`src/rtl/psk_pkg.sv`:
```
// Shared types and constants for the PSK loopback bit-error-rate checker.
package psk_pkg;

    typedef enum logic [1:0] {
        StIdle,
        StSearch,
        StLocked
    } state_e;

    localparam logic [1:0] RotStep     = 2'd1;
    localparam logic [1:0] RotLastBpsk = 2'd1;
    localparam logic [1:0] RotLastQpsk = 2'd3;

    // QPSK constellation in rotation order: 00 -> 01 -> 11 -> 10 -> 00.
    localparam logic [3:0][1:0] GraySeq = {2'b10, 2'b11, 2'b01, 2'b00};

    // Position of a symbol within GraySeq.
    function automatic logic [1:0] gray_index(logic [1:0] sym);
        return {sym[1], sym[1] ^ sym[0]};
    endfunction

endpackage

```
`src/rtl/psk_sym_rotate.sv`:
```
// Combinational phase rotation of a BPSK/QPSK symbol by a number of constellation steps.
module psk_sym_rotate
    import psk_pkg::*;
(
    input  logic [1:0] sym,
    input  logic [1:0] rot,
    input  logic       is_bpsk,
    output logic [1:0] rot_sym
);

    logic [1:0] idx;

    always_comb begin
        idx = gray_index(sym) + rot;
        if (is_bpsk) begin
            // Only bit0 carries BPSK data; bit1 passes through untouched.
            rot_sym = {sym[1], sym[0] ^ rot[0]};
        end else begin
            rot_sym = GraySeq[idx];
        end
    end

endmodule

```
`src/rtl/psk_loopback_ber.sv`:
```
// Loopback BER checker: searches Tx history delay and phase rotation for lock,
// then counts received symbols and bit errors while locked.
module psk_loopback_ber
    import psk_pkg::*;
#(
    parameter int unsigned DEPTH    = 32,
    parameter int unsigned WIN      = 64,
    parameter int unsigned LOCK_THR = 2,
    parameter int unsigned LOSS_THR = 16,
    parameter int unsigned CNT_W    = 32
) (
    input  logic                     clk_16M384,
    input  logic                     rst_n_16M384,
    input  logic                     enable,
    input  logic                     is_bpsk,
    input  logic                     clear,
    input  logic [1:0]               tx_bits,
    input  logic                     tx_vld,
    input  logic [1:0]               rx_bits,
    input  logic                     rx_vld,
    output logic                     locked,
    output logic [$clog2(DEPTH)-1:0] delay,
    output logic [1:0]               rot,
    output logic [CNT_W-1:0]         sym_cnt,
    output logic [CNT_W-1:0]         err_cnt,
    output logic                     err_pulse
);

    localparam int unsigned DelayW = $clog2(DEPTH);
    localparam int unsigned WinW   = $clog2(WIN + 1);

    state_e                 state_q, state_d;
    logic [DEPTH-1:0][1:0]  hist_q, hist_d;
    logic [DelayW-1:0]      delay_q, delay_d;
    logic [1:0]             rot_q, rot_d;
    logic [WinW-1:0]        win_q, win_d, mis_q, mis_d;
    logic [CNT_W-1:0]       sym_q, sym_d, err_q, err_d;
    logic                   err_pulse_q, err_pulse_d;
    logic                   locked_q, bpsk_q;

    logic [1:0]             ref_sym, diff, bit_errs, rot_last;
    logic                   mismatch, win_done;
    logic [WinW-1:0]        mis_total;
    logic [CNT_W:0]         sym_sum, err_sum;

    psk_sym_rotate u_rotate (
        .sym     (hist_q[delay_q]),
        .rot     (rot_q),
        .is_bpsk (is_bpsk),
        .rot_sym (ref_sym)
    );

    always_comb begin
        diff      = rx_bits ^ ref_sym;
        bit_errs  = is_bpsk ? {1'b0, diff[0]} : {diff[1] & diff[0], diff[1] ^ diff[0]};
        mismatch  = |bit_errs;
        mis_total = mis_q + WinW'(mismatch);
        win_done  = rx_vld && (win_q == WinW'(WIN - 1));
        sym_sum   = {1'b0, sym_q} + {{CNT_W{1'b0}}, 1'b1};
        err_sum   = {1'b0, err_q} + {{(CNT_W - 1){1'b0}}, bit_errs};
        hist_d    = hist_q;
        if (tx_vld) begin
            hist_d = {hist_q[DEPTH-2:0], tx_bits};
        end
    end

    always_comb begin
        state_d     = state_q;
        delay_d     = delay_q;
        rot_d       = rot_q;
        win_d       = win_q;
        mis_d       = mis_q;
        sym_d       = sym_q;
        err_d       = err_q;
        err_pulse_d = 1'b0;
        rot_last    = is_bpsk ? RotLastBpsk : RotLastQpsk;

        unique case (state_q)
            StIdle: begin
                win_d = '0;
                mis_d = '0;
                if (enable) begin
                    state_d = StSearch;
                    delay_d = '0;
                    rot_d   = '0;
                end
            end
            StSearch: begin
                if (rx_vld) begin
                    win_d = win_q + WinW'(1);
                    mis_d = mis_total;
                end
                if (win_done) begin
                    win_d = '0;
                    mis_d = '0;
                    if (mis_total <= WinW'(LOCK_THR)) begin
                        state_d = StLocked;
                    end else if (rot_q >= rot_last) begin
                        rot_d   = '0;
                        delay_d = delay_q + DelayW'(1);
                    end else begin
                        rot_d = rot_q + RotStep;
                    end
                end
            end
            StLocked: begin
                if (rx_vld) begin
                    win_d       = win_q + WinW'(1);
                    mis_d       = mis_total;
                    sym_d       = sym_sum[CNT_W] ? '1 : sym_sum[CNT_W-1:0];
                    err_d       = err_sum[CNT_W] ? '1 : err_sum[CNT_W-1:0];
                    err_pulse_d = mismatch;
                end
                if (win_done) begin
                    win_d = '0;
                    mis_d = '0;
                    if (mis_total > WinW'(LOSS_THR)) begin
                        state_d = StSearch;
                        delay_d = '0;
                        rot_d   = '0;
                    end
                end
            end
            default: state_d = StIdle;
        endcase

        // A modulation change invalidates any rotation/delay candidate found so far.
        if (state_q != StIdle && is_bpsk != bpsk_q) begin
            state_d = StSearch;
            delay_d = '0;
            rot_d   = '0;
            win_d   = '0;
            mis_d   = '0;
        end
        if (!enable) begin
            state_d = StIdle;
            delay_d = '0;
            rot_d   = '0;
            win_d   = '0;
            mis_d   = '0;
        end
        if (clear) begin
            sym_d = '0;
            err_d = '0;
        end
    end

    always_ff @(posedge clk_16M384 or negedge rst_n_16M384) begin
        if (!rst_n_16M384) begin
            state_q     <= StIdle;
            hist_q      <= '0;
            delay_q     <= '0;
            rot_q       <= '0;
            win_q       <= '0;
            mis_q       <= '0;
            sym_q       <= '0;
            err_q       <= '0;
            err_pulse_q <= 1'b0;
            locked_q    <= 1'b0;
            bpsk_q      <= 1'b0;
        end else begin
            state_q     <= state_d;
            hist_q      <= hist_d;
            delay_q     <= delay_d;
            rot_q       <= rot_d;
            win_q       <= win_d;
            mis_q       <= mis_d;
            sym_q       <= sym_d;
            err_q       <= err_d;
            err_pulse_q <= err_pulse_d;
            locked_q    <= (state_d == StLocked);
            bpsk_q      <= is_bpsk;
        end
    end

    assign locked    = locked_q;
    assign delay     = delay_q;
    assign rot       = rot_q;
    assign sym_cnt   = sym_q;
    assign err_cnt   = err_q;
    assign err_pulse = err_pulse_q;

endmodule

```
`config.mk`:
```
export PLATFORM = sky130hd
export DESIGN_NAME = psk_loopback_ber
export DESIGN_NICKNAME = d
export VERILOG_FILES = /design/src/rtl/psk_pkg.sv /design/src/rtl/psk_sym_rotate.sv /design/src/rtl/psk_loopback_ber.sv
export SDC_FILE = /design/constraint.sdc
export NUM_CORES = 1
export LEC_CHECK = 0
export CORE_AREA = 2 2 125 176
export CTS_CLUSTER_SIZE = 24
export DETAILED_ROUTE_END_ITERATION = 6
export DIE_AREA = 0 0 127 178
export SYNTH_ARGS = -nofsm -noshare
export SYNTH_HDL_FRONTEND = slang
export SYNTH_HIERARCHICAL = 1
export SYNTH_SLANG_ARGS = --single-unit
```
`constraint.sdc`:
```
create_clock -name clk_16M384 -period 12.5 [get_ports clk_16M384]
set_clock_uncertainty 0.2 [all_clocks]
set_input_delay 1.25 -clock clk_16M384 [delete_from_list [all_inputs] [get_ports clk_16M384]]
set_output_delay 1.25 -clock clk_16M384 [all_outputs]
set_load 0.01 [all_outputs]
```
# Word level (Yosys, flattened, before mapping)
# Index checks and enable logic that the tools add are counted.
[word_totals]
register_bits = 154
output_inout_bits = 73
[classes]
n_eq_ne = 13
bitwise_logic = 5
n_addsub = 7
order_cmp = 5
n_reduce_logical = 12
muxes = 50
[ops]
columns = ["operator", "count"]
rows = [
  ["$mux 32", 8],
  ["$mux 7", 8],
  ["$mux 2", 18],
  ["$mux 5", 7],
  ["$add 32x1->33 const B", 1],
  ["$add 32x2->33", 1],
  ["$pmux 7 s2", 2],
  ["$ne 4x4->1 const B", 5],
  ["$pmux 5 s3", 1],
  ["$pmux 2 s3", 2],
  ["$bmux 2 s5", 1],
  ["$add 7x1->7", 1],
  ["$add 7x1->7 const B", 1],
  ["$eq 7x6->1 const B", 1],
  ["$gt 7x5->1 const B", 1],
  ["$le 7x2->1 const B", 1],
  ["$lt 5x6->1 const B", 1],
  ["$reduce_and 6->1", 1],
  ["$reduce_bool 2->1", 3],
  ["$add 5x1->5 const B", 1],
  ["$ne 5x1->1 const B", 1],
  ["$ne 5x2->1 const B", 1],
  ["$reduce_and 5->1", 1],
  ["$bmux 2 s2", 1],
  ["other kinds (16)", 23],
]

# Depth between registers and ports, before layout
[depth]
ltp_word = 19
depth_mapped = 25
mapped_depth_nobuf = 20

# Hierarchy
# Netlist, hierarchy kept.
[by_module_without_submodules]
columns = ["mod", "seq_area_each_um2", "n_inst", "cells_per_inst", "area_per_inst_um2"]
rows = [
  ["psk_loopback_ber", 3853.7, 1, 771, 8244.2],
  ["psk_sym_rotate", 0.0, 1, 9, 86.3],
]

# Worst setup path before layout
# No wires, ideal clock.
[synth_timing]
path_type = "register -> register"
startpoint = "register delay_q[0], in the netlist delay[0]"
endpoint = "register locked_q, in the netlist locked"
setup_time_ns = 0.122
synth_period_minus_slack_ns = 6.222
arrival_time_ns = 5.900
n_path_buf = 2
stages_incl_launch_ff = 23
required_time_ns = 12.178
path_slack_ns = 6.278
path_cell_list = "dfrtp_1 buf_2 buf_2 mux4_2 mux4_2 mux2_2 xor2_1 ha_1 xnor2_1 xnor2_1 mux2i_1 xor2_1 ha_1 mux2_2 nand2b_1 ha_1 ha_1 or4_1 a222oi_1 o22ai_1 a21oi_2 nand3b_1 a2111oi_1"
[synth_via]
elab_chain_cells = 19
word_cells_on_any_way = 24
cone_classes = "2 x add/sub; 2 x order compare; 1 x eq/ne; 13 x mux; 5 x bitwise; 1 x reduce/logical"
[synth_rtl]
columns = ["item", "line_no", "text"]
rows = [
  ["start, declared", "psk_loopback_ber.sv:34", "logic [DelayW-1:0] delay_q, delay_d;"],
  ["start signal, assigned", "psk_loopback_ber.sv:164", "delay_q <= delay_d;"],
  ["$bmux 2 s5 *", "psk_loopback_ber.sv:47", ".sym (hist_q[delay_q]),"],
  ["$mux 2 (implied by the code) *", "psk_loopback_ber.sv:47", ""],
  ["$xor 1x1->1", "psk_pkg.sv:19", "return {sym[1], sym[1] ^ sym[0]};"],
  ["$add 2x2->2", "psk_sym_rotate.sv:14", "idx = gray_index(sym) + rot;"],
  ["$bmux 2 s2", "psk_sym_rotate.sv:19", "rot_sym = GraySeq[idx];"],
  ["$mux 2 (implied by the code)", "psk_sym_rotate.sv:19", ""],
  ["$mux 2 *", "psk_sym_rotate.sv:15", "if (is_bpsk) begin"],
  ["net ref_sym[0]", "psk_loopback_ber.sv:41", "logic [1:0] ref_sym, diff, bit_errs, rot_last;"],
  ["[4 not listed]", "n/a", ""],
  ["$add 7x1->7 *", "psk_loopback_ber.sv:57", "mis_total = mis_q + WinW'(mismatch);"],
  ["$gt 7x5->1 or $le 7x2->1 (tied branches)", "psk_loopback_ber.sv:117, psk_loopback_ber.sv:96", ""],
  ["$mux 2, on equally long branches", "psk_loopback_ber.sv:117, psk_loopback_ber.sv:96", ""],
  ["$mux 2, on equally long branches", "psk_loopback_ber.sv:114, psk_loopback_ber.sv:93", ""],
  ["$pmux 2 s3 *", "psk_loopback_ber.sv:78", "unique case (state_q)"],
  ["$mux 2 *", "psk_loopback_ber.sv:128", "if (state_q != StIdle && is_bpsk != bpsk_q) begin"],
  ["$mux 2 *", "psk_loopback_ber.sv:135", "if (!enable) begin"],
  ["$eq 2x2->1 *", "psk_loopback_ber.sv:171", "locked_q <= (state_d == StLocked);"],
  ["end signal, assigned", "psk_loopback_ber.sv:171", ""],
  ["end, declared", "psk_loopback_ber.sv:39", "logic locked_q, bpsk_q;"],
]
# The timed path passes the listed nets; every way through them passes the cells marked *. The select of a mux whose other input is x is not followed.
# A chain may end at the register's enable or synchronous reset.

# Worst setup path after layout
[layout_timing]
startpoint = "register delay_q[0], in the netlist delay[0]"
endpoint = "register err_q[21], in the netlist err_cnt[21]"
[layout_via]
elab_chain_cells = 15
word_cells_on_any_way = 17
cone_classes = "2 x add/sub; 10 x mux; 5 x bitwise"
[layout_rtl]
columns = ["item", "line_no", "text"]
rows = [
  ["$bmux 2 s5 *", "psk_loopback_ber.sv:47", ""],
  ["$mux 2 (implied by the code) *", "psk_loopback_ber.sv:47", ""],
  ["$xor 1x1->1", "psk_pkg.sv:19", ""],
  ["$add 2x2->2", "psk_sym_rotate.sv:14", ""],
  ["$bmux 2 s2", "psk_sym_rotate.sv:19", ""],
  ["$mux 2 (implied by the code)", "psk_sym_rotate.sv:19", ""],
  ["$mux 2 *", "psk_sym_rotate.sv:15", ""],
  ["net ref_sym[0]", "psk_loopback_ber.sv:41", ""],
  ["$xor 2x2->2 *", "psk_loopback_ber.sv:54", "diff = rx_bits ^ ref_sym;"],
  ["$xor 1x1->1 or $and 1x1->1 (tied branches)", "psk_loopback_ber.sv:55", "bit_errs = is_bpsk ? {1'b0, diff[0]} : {diff[1] & diff[0], diff[1] ^ diff[0]};"],
  ["$mux 2 *", "psk_loopback_ber.sv:55", ""],
  ["$add 32x2->33 *", "psk_loopback_ber.sv:60", "err_sum = {1'b0, err_q} + {{(CNT_W - 1){1'b0}}, bit_errs};"],
  ["$mux 32 *", "psk_loopback_ber.sv:111", "err_d = err_sum[CNT_W] ? '1 : err_sum[CNT_W-1:0];"],
  ["$mux 32 *", "psk_loopback_ber.sv:107", "if (rx_vld) begin"],
  ["$mux 32 *", "psk_loopback_ber.sv:78", ""],
  ["$mux 32 *", "psk_loopback_ber.sv:142", "if (clear) begin"],
  ["end signal, assigned", "psk_loopback_ber.sv:169", "err_q <= err_d;"],
  ["end, declared", "psk_loopback_ber.sv:37", "logic [CNT_W-1:0] sym_q, sym_d, err_q, err_d;"],
]
# Marked as above.

==> impl_metrics.toml <==
[status]
status = "completed"

[route]
highest_layer = "met4"
num_vias = 6458
first_pass_iters = 4
drtAntennaViolNets = 0
routed_wl_um = 19100
wl_met2_um = 9500
vias_per_cell = 5.79
drc = 0
drt_iter0_markers = 402
wl_met3_um = 851
routedWlPerCell_um = 17.1
wl_met1_um = 8510

[finish]
antenna_cells = 0
final_nets = 870
layout_common_cells = "dfrtp_1 (154), clkdlybuf4s50_1 (80), mux2_2 (69)"
layout-area-overhead-vs-synth_pct = 19.0
layout_commonest_cell = "dfrtp_1"
layout-drive-gt1-share_pct = 17.5
finalNonFillerCells = 1116
nFillCells = 1950

[floorplan]
start_util_pct = 39.7
die_x_um = 127
coreArea_mm2 = 0.0210
std_cell_rows = 63
die_height_um = 178
die_area_mm2 = 0.0226
pin_count = 84

[worst_setup_path]
worstSetupStartpointType = "flip-flop"
cp_slowest_cell = "dfrtp_1"
cp.arrival_ns = 7.23
endpoint_kind = "flip-flop"
rrSetupSlack_ns = 5.40
crit_fanout = 25
cp_data_required_time_ns = 12.62
critPathTopFamily = "simple AND/OR/NAND/NOR gates"
crit_top_cell = "ha_1"
critical_path_class = "flip-flop to flip-flop"
crit_chain = "mux4_2, mux4_2, mux2_2, xor2_1, ha_1, xnor2_1, xnor2_1, mux2i_1, xor2_1, ha_1, mux2_2, ha_1, inv_1, fa_1, and4b_1, nand4_4, or4b_1, and2_4, a311oi_1"
critPathMaxStageDelay_ns = 1.06
critPathBufInv = 1

[grt]
grt_pass1_wl_um = 32100
antenna_found_initial = 0
grt_pass1_vias = 6070
grt_use_total_pct = 17.6
grt_overflow_total = 0
grt_max_degree = 86

[power_and_ir_drop]
swShare_pct = 28.0
sequentialPowerShare_pct = 46.4
p_int_mw = 1.02
clkPwrFrac_pct = 36.3
peakVddDrop_v = 0.0000990
p_leak_nw = 3.96
p_per_area_mw_per_mm2 = 142
pwr-share-comb_pct = 17.3
power_switching_uw = 394

[clock_tree]
post_cts_resized = 0
cts_buffers = 17
insertion_delay_ns = 0.43
clkTransAtPathRegs_ns = 0.07
cts_hold_buffers = 0
post-cts-setup-buffer-count = 0
clockBufferDepth = 2
cts_root_buf = "clkbuf_16"
cts.sinks = 154
cts_tree = "done"
htree_levels = 4

[sta]
fin_crit_ns = 7.10
grt_setup_unrepaired = "no"
max_freq_mhz = 141
slew_headroom_pct = 19.5
setup_tns_ns = 0
setup_violations = 0
period_share_pct = 56.8
maxSlewViolCount = 0
hold_viol = 0
worst_slew_pin_slew_ns = 1.20

[placement]
place_inst = 1084
port_buffers = 83
hpwl_um = 12900
gp_congestion = 0.829

[synthesis]
yosysSeqAreaShare_pct = 46.3
syn_inst = 780
synth_cell_types = 65
synthMuxAreaShare_pct = 16.2
synthArstFlopShare_pct = 100
ys.flop_type = "dfrtp_1"
synth-edff-count = 0
synthAdderAreaFrac_pct = 2.49
synth-compound-area-share_pct = 14.3
synth_top_family_by_area = "multiplexers"
synthXorXnorAreaFrac_pct = 1.46
syn_area_mm2 = 0.00833
yosysWarnings = 6
ys_ff_latch = 154
synth-simple-area-share_pct = 16.1
syn_nets = 807
syn_area_per_cell_um2 = 10.7

[hold_path]
hold_class = "flip-flop to flip-flop"

[flow_run]
drv_cap = 0
## cell usage after synthesis, types with 11 or more instances
master / number / area share [%]
dfrtp_1: 154 / 46
mux2_2: 69 / 9.3
nor2_1: 60 / 2.7
nand2_1: 52 / 2.3
o21ai_0: 44 / 2.6
a21oi_1: 38 / 2.3
clkbuf_1: 35 / 1.6
nand3_1: 35 / 2.1
a211oi_1: 28 / 2.5
mux4_2: 20 / 5.4
nor3_1: 19 / 1.1
inv_1: 17 / 0.77
and3_1: 16 / 1.2
ha_1: 15 / 2.3
a31oi_1: 13 / 0.98
a311oi_1: 12 / 1.3
mux2i_1: 12 / 1.4
and2_1: 11 / 0.83
nand4_1: 11 / 0.83
## cell families (layout without fill, tap and decap cells)
| logic type | after synthesis | after routing |
|---|---|---|
| xor+xnor | 13 | 13 |
| flops | 154 | 154 |
| simple gates | 252 | 252 |
| compound gates | 180 | 180 |
| mux | 101 | 101 |
| fa+ha+maj | 16 | 16 |
| buf+inv | 64 | 140 |
## through the flow
stage | cell area, µm² | power (mW) | util, % | hold WS (ns) | setup slack [ns]
global route | 9910 | 1.49 | 47.3 | 0.316 | 4.89
CTS | 9910 | 1.43 | 47.3 | 0.287 | 5.27
detailed placement | 9340 | 0.913 | 44.5 | 0.272 | 5.32
global placement | 9340 | 0.907 | 44.5 | 0.267 | 5.50
finish | 9910 | 1.41 | 47.3 | 0.280 | 5.40
floorplan | 8330 | 0.839 | - | 0.251 | 6.28
## layer usage
metal	track usage [%]	vias to the layer above
li1	-	3069
met1	23.2	3260
met2	28.7	109
met3	4.38	20
met4	5.40	0
met5	0	-
## worst reg2reg max path, stage by stage (launching register included)
cell and delay [ns]:
dfrtp_1 1.06, mux4_2 0.62, mux4_2 0.50, mux2_2 0.31, xor2_1 0.17, ha_1 0.29, xnor2_1 0.17, xnor2_1 0.13
mux2i_1 0.09, xor2_1 0.19, ha_1 0.28, mux2_2 0.16, ha_1 0.16, inv_1 0.05, fa_1 0.42, and4b_1 0.43
nand4_4 0.16, or4b_1 0.95, and2_4 0.38, a311oi_1 0.28
## sequential cells by signal, summed over array words and instances, names as in the netlist
name,flops
bpsk_q,1
delay,5
err_cnt,32
err_pulse,1
hist_q,64
locked,1
mis_q,7
rot,2
state_q,2
sym_cnt,32
win_q,7
## final cells by class
| cell class | instances | area [µm²] | share of cell area, % |
|---|---|---|---|
| clock buffer | 17 | 425 | 4.29 |
| clock inverter | 15 | 151 | 1.53 |
| inverter | 17 | 63.8 | 0.644 |
| multi-input combinational | 562 | 4210 | 42.5 |
| sequential | 154 | 3850 | 38.9 |
| tap | 260 | 325 | 3.28 |
| timing repair buffer | 91 | 882 | 8.90 |
## power by group through the flow
stage          combinational, mW  clock (mW)  sequential [mW]
5_1_grt                    0.272       0.546            0.669
3_3_place_gp               0.240           0            0.667
4_1_cts                    0.249       0.523            0.657
2_1_floorplan              0.207           0            0.632
6_report                   0.244       0.512            0.655
3_5_place_dp               0.248           0            0.666
## worst paths after layout
kind	startpoint	endpoint	cells after the start
setup / recovery	delay[0]	err_cnt[21]	19
hold / removal	win_q[6]	win_q[6]	1
setup reg to reg	delay[0]	err_cnt[21]	19
hold reg to reg	win_q[6]	win_q[6]	1
max in group asynchronous	rst_n_16M384	err_cnt[11]	2
min in group asynchronous	rst_n_16M384	hist_q[40]	1
No activity file was read; power rests on OpenSTA's default activity.
